## src/rtl/pipeline_hazard_ctrl.sv

```systemverilog
// Central stall/flush sequencer for the 5-stage pipeline: per-stage enables, hazard bubbles,
// front-end flush, memory-wait timeout and saturating hazard statistics.
module pipeline_hazard_ctrl #(
  parameter int MEM_TIMEOUT = 15,
  parameter int CNT_W       = 16
) (
  input  logic             clk,
  input  logic             arst,
  input  logic             start,
  input  logic             halt,
  input  logic             id_ex_memread,
  input  logic [4:0]       id_ex_rd,
  input  logic [4:0]       if_id_rs1,
  input  logic [4:0]       if_id_rs2,
  input  logic             mem_branch_taken,
  input  logic             dmem_access,
  input  logic             dmem_ready,
  output logic             pc_en,
  output logic             if_id_en,
  output logic             if_id_hold,
  output logic             id_ex_en,
  output logic             ex_mem_en,
  output logic             mem_wb_en,
  output logic             id_ex_bubble,
  output logic             flush_front,
  output logic             mem_timeout,
  output logic [2:0]       state,
  output logic [CNT_W-1:0] stall_count,
  output logic [CNT_W-1:0] flush_count
);

  typedef enum logic [2:0] {
    IDLE     = 3'd0,
    RUN      = 3'd1,
    MEM_WAIT = 3'd2,
    ERROR    = 3'd3
  } state_t;

  localparam int TW = (MEM_TIMEOUT > 2) ? $clog2(MEM_TIMEOUT) : 1;
  localparam logic [TW-1:0] TIMER_LAST = TW'(MEM_TIMEOUT - 1);

  state_t        cur_state;
  state_t        nxt_state;
  logic [TW-1:0] timer;
  logic          timer_clr;
  logic          timer_inc;
  logic          stall_inc;
  logic          flush_inc;
  logic          set_timeout;
  logic          load_use;

  assign load_use = id_ex_memread && (id_ex_rd != 5'd0) &&
                    ((id_ex_rd == if_id_rs1) || (id_ex_rd == if_id_rs2));

  assign state = cur_state;

  always_ff @(posedge clk or posedge arst) begin
    if (arst) begin
      cur_state   <= IDLE;
      timer       <= '0;
      stall_count <= '0;
      flush_count <= '0;
      mem_timeout <= 1'b0;
    end else begin
      cur_state <= nxt_state;
      if (timer_clr)
        timer <= '0;
      else if (timer_inc)
        timer <= timer + 1'b1;
      if (set_timeout)
        mem_timeout <= 1'b1;
      if (stall_inc && (stall_count != '1))
        stall_count <= stall_count + 1'b1;
      if (flush_inc && (flush_count != '1))
        flush_count <= flush_count + 1'b1;
    end
  end

  // Outputs are combinational so every hazard response lands in the same cycle it is seen.
  always_comb begin
    nxt_state    = cur_state;
    timer_clr    = 1'b0;
    timer_inc    = 1'b0;
    stall_inc    = 1'b0;
    flush_inc    = 1'b0;
    set_timeout  = 1'b0;
    pc_en        = 1'b0;
    if_id_en     = 1'b0;
    if_id_hold   = 1'b0;
    id_ex_en     = 1'b0;
    ex_mem_en    = 1'b0;
    mem_wb_en    = 1'b0;
    id_ex_bubble = 1'b0;
    flush_front  = 1'b0;
    if (!arst) begin
      case (cur_state)
        IDLE: begin
          if (start)
            nxt_state = RUN;
        end
        RUN, MEM_WAIT: begin
          if (cur_state == RUN && dmem_access && !dmem_ready) begin
            nxt_state = MEM_WAIT;
            timer_clr = 1'b1;
          end else if (cur_state == MEM_WAIT && !dmem_ready) begin
            if (timer == TIMER_LAST) begin
              nxt_state   = ERROR;
              set_timeout = 1'b1;
            end else begin
              timer_inc = 1'b1;
            end
          end else begin
            // A running cycle: a taken branch squashes the front end, so it outranks load-use.
            pc_en     = 1'b1;
            if_id_en  = 1'b1;
            id_ex_en  = 1'b1;
            ex_mem_en = 1'b1;
            mem_wb_en = 1'b1;
            if (mem_branch_taken) begin
              flush_front = 1'b1;
              flush_inc   = 1'b1;
            end else if (load_use) begin
              pc_en        = 1'b0;
              if_id_en     = 1'b0;
              if_id_hold   = 1'b1;
              id_ex_bubble = 1'b1;
              stall_inc    = 1'b1;
            end
            nxt_state = halt ? IDLE : RUN;
          end
        end
        ERROR: begin
          nxt_state = ERROR;
        end
        default: begin
          nxt_state = IDLE;
        end
      endcase
    end
  end

endmodule

```

## config.mk

```make
export PLATFORM = sky130hd
export DESIGN_NAME = pipeline_hazard_ctrl
export DESIGN_NICKNAME = d
export VERILOG_FILES = /design/src/rtl/pipeline_hazard_ctrl.sv
export SDC_FILE = /design/constraint.sdc
export NUM_CORES = 1
export LEC_CHECK = 0
export BUFFER_PORTS_ARGS = -buffer_cell sky130_fd_sc_hd__buf_2
export CELL_PAD_IN_SITES_DETAIL_PLACEMENT = 1
export CELL_PAD_IN_SITES_GLOBAL_PLACEMENT = 1
export CORE_ASPECT_RATIO = 2
export CORE_MARGIN = 1
export CORE_UTILIZATION = 26
export DETAILED_ROUTE_END_ITERATION = 12
export MAX_ROUTING_LAYER = met4
export PLACE_DENSITY = 0.69
export SYNTH_ARGS = -nofsm -noshare
export SYNTH_HDL_FRONTEND = slang
export SYNTH_SLANG_ARGS = --single-unit
```

## constraint.sdc

```tcl
create_clock -name clk -period 2.21 [get_ports clk]
set_input_delay 0.442 -clock clk [delete_from_list [all_inputs] [get_ports clk]]
set_output_delay 0.442 -clock clk [all_outputs]
set_load 0.05 [all_outputs]
```

Yosys cells after proc, flatten, opt, wreduce, memory -nomap -nowiden

Index checks and enable logic that the tools add are counted.
W data, S select, Z words.

Bitwise gates (word level): 1
Equal/unequal tests: 10
Reduce and logical (&&, ||, !) cells: 14
Muxes and demuxes: 42
Add/subtract/negate cells: 3

Operators with widths:

| kind                    | number |
|---|---|
| $mux W1                 | 35 |
| $add A16 B1 Y16 const B | 2 |
| $ne A16 B16 Y1 const B  | 2 |
| $mux W3                 | 4 |
| $eq A5 B5 Y1            | 2 |
| $pmux W3 S3             | 1 |
| $mux W4                 | 2 |
| $logic_and A1 B1 Y1     | 7 |
| $eq A3 B2 Y1 const B    | 2 |
| $reduce_bool A5 Y1      | 1 |
| $add A4 B1 Y4 const B   | 1 |
| $eq A4 B4 Y1 const B    | 1 |
| $ne A4 B4 Y1 const B    | 1 |
| $eq A3 B1 Y1 const B    | 1 |
| $logic_not A3 Y1        | 1 |
| $reduce_and A3 Y1       | 1 |
| $ne A2 B2 Y1 const B    | 1 |
| $reduce_bool A2 Y1      | 1 |
| $reduce_or A2 Y1        | 1 |
| $logic_not A1 Y1        | 1 |
| $logic_or A1 B1 Y1      | 1 |
| $not A1 Y1              | 1 |

Flip-flop bits (word level): 40
Logic and storage cells: 75

Logic depth before layout (Yosys ltp)

Gate-level depths: netlist of run 1.

Depth after elaboration: 10
Mapped depth: 9
Gate-level depth less buffers: 9

Worst setup path after synthesis of run 1

Ideal clock, no wire load.

Kind: reg2out
From: register cur_state[0] (netlist: state[0])
To: output port pc_en
Buffers on the path: 1
Slack: -914 ps
Arrival: 2,682 ps
Cell stages (with the launch flop): 7
Path through: dfrtp_1 -> inv_1 -> ha_1 -> and2b_1 -> nand3_2 -> a21oi_1 -> buf_4

Word-level cells in the longest chain between the ends: 6
Elaborated cells between the ends (all ways): 10
Those cells by class: 2 x eq/ne; 4 x mux; 4 x reduce/logical

RTL lines:

| item                                           | RTL line | source |
|---|---|---|
| start, declared                                | 42       | `state_t cur_state;` |
| start signal, assigned                         | 65       | `cur_state <= nxt_state;` |
| $eq A3 B2 Y1 or $eq A3 B1 Y1 (tied branches)   | --       |  |
| $logic_and A1 B1 Y1, on equally long branches  | 105, 102 |  |
| $mux W1 or $logic_and A1 B1 Y1 (tied branches) | --       |  |
| $mux W1                                        | --       |  |
| $mux W1 * (2 in series)                        | --       |  |
| end, declared                                  | 18       | `output logic pc_en,` |

Mark *: on every way between the ends. The rest lies on a longest branch, timed or not.

Worst setup path after layout of run 1

From: register cur_state[0] (netlist: state[0])
To: output port if_id_hold

Word-level cells in the longest chain between the ends: 6
Elaborated cells between the ends (all ways): 10
Those cells by class: 2 x eq/ne; 4 x mux; 4 x reduce/logical

RTL lines:

| item                                           | RTL line     | source |
|---|---|---|
| $eq A3 B2 Y1 or $eq A3 B1 Y1 (tied branches)   | 96, 105, 102 |  |
| $logic_and A1 B1 Y1, on equally long branches  | 105, 102     |  |
| $mux W1 or $logic_and A1 B1 Y1 (tied branches) | 105, 102     |  |
| $mux W1                                        | 102          | `if (cur_state == RUN && dmem_access && !dmem_ready) begin` |
| $mux W1 *                                      | 96           | `case (cur_state)` |
| $mux W1 *                                      | 95           | `if (!arst) begin` |
| end, declared                                  | 20           | `output logic if_id_hold,` |

Marked as above.

==> run_results.csv, run 1 <==
group,metric,value,unit
place,dp_hpwl,4590,um
yosys,synth_seq_area_share,0.447,
yosys,ys_types,38,
power,leakagePower,1.52,nW
timing,rsz0062_at_grt,"yes",
hold_path,worstHoldPathType,"in2async",
die,io_pins,67,
power,ir_drop,0.531,mV
timing,hold_viol,0,
clock_tree,htreeDepth,2,
die,die_x,66.8,um
clock_tree,clk_path_buf_depth,2,
timing,drv_slew,0,
yosys,syn_area_per_cell,10.2,um^2
power,power_density,1020,nW/um^2
grt,grt_overflow,0,
place,placed_area,2740,um^2
yosys,synth_seq_cells,39,
clock_tree,clkTransAtPathRegs,60,ps
grt,grt_antenna_before_repair,0,
timing,period_share,0.998,
die,start_util,0.265,
die,die_h,132,um
yosys,syn-cell-area,2180,um^2
yosys,synth_warnings,0,
layout,diodes,0,
drt,drt-total-wl,5990,um
drt,drc_errors,0,
worst_setup_path,end_kind,"output pin",
layout,mostFrequentLayoutCell,"buf_2",
clock_tree,clock_latency,280,ps
layout,area_growth,41.6,%
drt,viasPerCell,4.72,
yosys,synth_cells,214,
yosys,async_flop_share,1.00,
place,port_buffers,65,
drt,num_vias,1901,
die,rows,47,
drt,drtIter0Drc,40,
place,gp_congestion,0.768,
layout,nFillCells,964,
grt,grt_pass1_vias,2045,
clock_tree,cts_hold_buf,0,
die,die_area,8790,um^2
drt,ant_nets,0,
timing,slew_headroom,0.647,
power,totalPowerFinal,0.00315,W
outcome,status,"completed",
flow_run,drv_cap,0,
clock_tree,cts_sinks,39,
worst_setup_path,rrSetupSlack,80,ps
clock_tree,numCtsBuffers,5,
grt,grt_max_degree,40,
timing,setup_viol,0,
worst_setup_path,crit_required,1770,ps
timing,timing.fmax,453,MHz
clock_tree,cts_tree,"built",
timing,worst_slew_pin_slew,528,ps
clock_tree,cts-root-buf,"clkbuf_16",
layout,design_area,3090,um^2
worst_setup_path,arrival,1760,ps
die,coreArea,8230,um^2
timing,finClkSkew,4.80,ps
worst_setup_path,critPathLaunchType,"register",
yosys,synth_edf_count,0,
grt,grt_use_total,0.149,
yosys,synth_flop_cell,"dfrtp_1",
drt,dr.pass1.iters,6,
layout,drive_gt1_frac,0.400,
worst_setup_path,crit_fanout,6,
worst_setup_path,critical_path_class,"reg2out",
layout,final_cell_mix,"buf_2, dfrtp_1, buf_4, xnor2_1",
grt,grt_pass1_wl,9580,um
layout,nets,336,
drt,routedWlPerCell,14.9,um
timing,min_period,2210,ps
yosys,synth_fp_nets,246,
## worst max-delay path, stage by stage (launching register included)
cell and delay (ps):
dfrtp_2 420, inv_4 60, ha_4 250, and2b_2 170, nand3_4 150, nor2_4 120
and2_4 170, buf_8 140
## per-stage QoR
step / worst slack [ps] / TNS, ps / util / cells / hold slack, ps
2_1_floorplan: -74.2 / -325 / - / 214 / 523
3_3_place_gp: 34.1 / 0 / 0.333 / 383 / 461
3_5_place_dp: -1.22 / -1.22 / 0.333 / 383 / 468
4_1_cts: -62.3 / -124 / 0.367 / 399 / 359
5_1_grt: -73.8 / -444 / 0.375 / 403 / 408
6_report: 3.87 / 0 / 0.375 / 403 / 343
## path summary, 6_finish.rpt
| check | start | end | depth (start not counted) |
|---|---|---|---|
| worst max-delay path | state[0]$_DFFE_PP0P_ | if_id_hold | 7 |
| worst min register to register | mem_timeout$_DFFE_PP0P_ | mem_timeout$_DFFE_PP0P_ | 1 |
| worst min-delay path | arst | state[0]$_DFFE_PP0P_ | 3 |
| worst max register to register | state[0]$_DFFE_PP0P_ | flush_count[9]$_DFFE_PP0P_ | 9 |
| min in group clk | mem_timeout$_DFFE_PP0P_ | mem_timeout$_DFFE_PP0P_ | 1 |
| max in group asynchronous | arst | state[1]$_DFFE_PP0P_ | 3 |
## synthesized netlist by cell type, types with 2 or more instances
cell type  number  area share
or3_1           2      0.0057
buf_4           6       0.021
nand2b_1        2      0.0057
and2_1          3      0.0086
nor2_1         13       0.022
inv_1          10       0.017
dfrtp_1        39        0.45
nand4_1        12       0.034
nand3_1        14       0.032
xnor2_1        25        0.10
nand3_2         2      0.0092
nor3_1          6       0.014
xor2_1         16       0.064
o21ai_0         2      0.0046
mux2_2          2       0.010
ha_1            9       0.052
and4_1          2      0.0080
and4_4          2       0.010
and3_1          6       0.017
and3_4          2       0.010
nor3b_1         2      0.0069
a21oi_1         6       0.014
nand2_1        16       0.028
## state kept, by name, summed over array words and instances (netlist names)
register and flops:
flush_count 16, mem_timeout 1, stall_count 16, state 2, timer 4
## cells by family after synthesis
family | Yosys count | share of synthesized area
mux | 3 | 0.0149
flops | 39 | 0.447
other cells | 1 | 0.00172
buf+inv | 17 | 0.0396
compound gates | 16 | 0.0528
fa+ha+maj | 9 | 0.0516
simple gates | 88 | 0.228
xor+xnor | 41 | 0.165
## report_power, final
group          internal (W)  switching [W]
logic              0.000482       0.000830
clock network      0.000647       0.000286
registers          0.000799       0.000110
total               0.00193        0.00123
## timing repair
item / in CTS / in global routing
pin swaps: 4 / 7
setup buffers: 8 / 4
setup endpoints to repair: 8 / 16
gates resized for setup: 12 / 8
## layout make-up
class | instances | area, um^2 | area share
Clock buffer | 6 | 129 | 0.0417
Clock inverter | 2 | 60.1 | 0.0194
Inverter | 10 | 43.8 | 0.0142
Multi-Input combinational cell | 158 | 1190 | 0.386
Sequential cell | 39 | 978 | 0.317
Tap cell | 98 | 123 | 0.0397
Timing Repair Buffer | 90 | 563 | 0.182
## metal layers
metal,up-vias,part of all wire,GRT usage
met5,-,0,-
met4,0,0.014,0.0603
met3,6,0.046,0.0304
met2,48,0.60,0.286
met1,933,0.34,0.133
li1,914,-,-
(Power assumes the default switching activity.)
==> run 2: changes to the inputs <==
RECOVER_POWER = 100   (was unset)
==> run 2 against run 1 <==
Total power shrank 0.39%. Cell count is the same. Clock skew is essentially flat. Global-route usage is the same. Core utilization shrank 0.56 points. Register-to-register slack is essentially flat. Cell area shrank 1.5%. Critical path depth is the same. Clock power grew 0.5%. Combinational power is essentially flat. Critical endpoint unchanged.
==> run_results.csv, run 2 (same netlist as run 1, synthesis figures left out) <==
group,metric,value,unit
outcome,status,"completed",
worst_setup_path,arrival,1770,ps
place,gp_congestion,0.768,
hold_path,hold_start,"mem_timeout$_DFFE_PP0P_",
drt,drc_errors,0,
drt,drt-total-wl,6000,um
worst_setup_path,r2r-start,"state[0]$_DFFE_PP0P_",
clock_tree,cts_sinks,39,
timing,hold_ws,482,ps
grt,grt_overflow,0,
clock_tree,cts_tree,"built",
die,coreArea,8230,um^2
power,ir_drop,0.508,mV
die,io_pins,67,
worst_setup_path,rrSetupSlack,80,ps
worst_setup_path,critical_path_class,"reg2out",
clock_tree,numCtsBuffers,5,
timing,worst_slew_pin_slew,1010,ps
worst_setup_path,r2r-end,"flush_count[9]$_DFFE_PP0P_",
die,start_util,0.265,
layout,area_growth,39.5,%
layout,register_area,978,um^2
die,die_area,8790,um^2
die,rows,47,
place,port_buffers,65,
timing,fin_ws,0.610,ps
worst_setup_path,r2r_cells,9,
clock_tree,cts-root-buf,"clkbuf_16",
grt,grt_antenna_before_repair,0,
clock_tree,htreeDepth,2,
place,dp_hpwl,4590,um
worst_setup_path,endpoint,"if_id_hold",
worst_setup_path,critPathLaunchType,"register",
timing,finClkSkew,4.91,ps
timing,drv_slew,0,
layout,reg_top3,"flush_count x16, stall_count x16, timer x4",
grt,grt_use_total,0.149,
timing,slew_headroom,0.328,
layout,multiInputGateArea,1190,um^2
clock_tree,clkTransAtPathRegs,60,ps
timing,setup_viol,0,
power,power_density,1030,nW/um^2
layout,final_cell_mix,"dfrtp_1, clkbuf_1, buf_4, xnor2_1, buf_2",
clock_tree,clk_path_buf_depth,2,
drt,drtIter0Drc,43,
drt,ant_nets,0,
worst_setup_path,crit_required,1770,ps
timing,period_share,1.00,
hold_path,worstHoldPathType,"reg2reg",
worst_setup_path,crit_fanout,6,
layout,diodes,0,
layout,mostFrequentLayoutCell,"dfrtp_1",
timing,timing.fmax,453,MHz
layout,nets,336,
grt,grt_pass1_vias,2045,
drt,dr.pass1.iters,6,
worst_setup_path,critical_path.startpoint,"state[0]$_DFFE_PP0P_",
timing,rsz0062_at_grt,"yes",
layout,drive_gt1_frac,0.285,
timing,min_period,2210,ps
clock_tree,cts_hold_buf,0,
flow_run,drv_cap,0,
drt,num_vias,1897,
die,die_h,132,um
die,die_x,66.8,um
timing,hold_viol,0,
power,leakagePower,1.38,nW
clock_tree,clock_latency,290,ps
worst_setup_path,end_kind,"output pin",
drt,viasPerCell,4.71,
layout,nFillCells,977,
drt,routedWlPerCell,14.9,um
grt,grt_pass1_wl,9580,um
place,dpl_worst_slack,-1.22,ps
grt,grt_max_degree,40,
## run 2: cell count changes in the layout (fill, tap and decap cells not counted)
cell      before  now
buf_2         57   22
buf_4         27   26
clkbuf_1       1   36
clkbuf_2       0    1
## run 2: cell type report
cell class,instances,share of cell area
Multi-Input combinational cell,158,0.392
Clock inverter,2,0.0197
Inverter,10,0.0144
Clock buffer,6,0.0423
Tap cell,98,0.0403
Sequential cell,39,0.321
Timing Repair Buffer,90,0.170
## run 2: how the worst min path moves through the flow
| stage | to | slack, ps | depth (start not counted) |
|---|---|---|---|
| after global placement | mem_timeout$_DFFE_PP0P_ | 460 | 1 |
| final | mem_timeout$_DFFE_PP0P_ | 480 | 1 |
| after detailed placement | mem_timeout$_DFFE_PP0P_ | 470 | 1 |
| after CTS | flush_count[14]$_DFFE_PP0P_ | 360 | 3 |
| after floorplan | timer[3]$_DFFE_PP0P_ | 520 | 2 |
| after global routing | mem_timeout$_DFFE_PP0P_ | 500 | 1 |
## run 2: power breakdown
part / internal, W / leakage, nW / switching, W
sequential: 0.000799 / 0.525 / 0.000110
combinational: 0.000465 / 0.762 / 0.000829
clock: 0.000648 / 0.0911 / 0.000291
## run 2: stage by stage
step | setup TNS, ps | power, W | instance area, um^2 | utilization | instances
after CTS | -124 | 0.00312 | 3020 | 0.367 | 399
final | 0 | 0.00314 | 3040 | 0.370 | 403
after global routing | -445 | 0.00330 | 3040 | 0.370 | 403
after global placement | 0 | 0.00202 | 2740 | 0.333 | 383
after floorplan | -325 | 0.00182 | 2270 | - | 214
after detailed placement | -1.22 | 0.00204 | 2740 | 0.333 | 383
## run 2: critical path, cell delays in order (launching register included)
cell and delay [ps]:
dfrtp_2 420, inv_4 60, ha_4 250, and2b_2 170, nand3_4 150, nor2_4 120, and2_4 170, buf_8 140
## run 2: timing repair
| item | in CTS | in global routing |
|---|---|---|
| gates resized for setup | 12 | 8 |
| buffers inserted | 8 | 4 |
| pin swaps | 4 | 7 |
| setup endpoints to repair | 8 | 16 |
| cloned | 0 | 0 |
## run 2: per-layer routing
metal	vias to the layer above	wire length, um	GRT usage
li1	913	-	-
met1	928	2040	0.133
met2	47	3560	0.286
met3	9	271	0.0304
met4	0	129	0.0603
met5	-	0	-
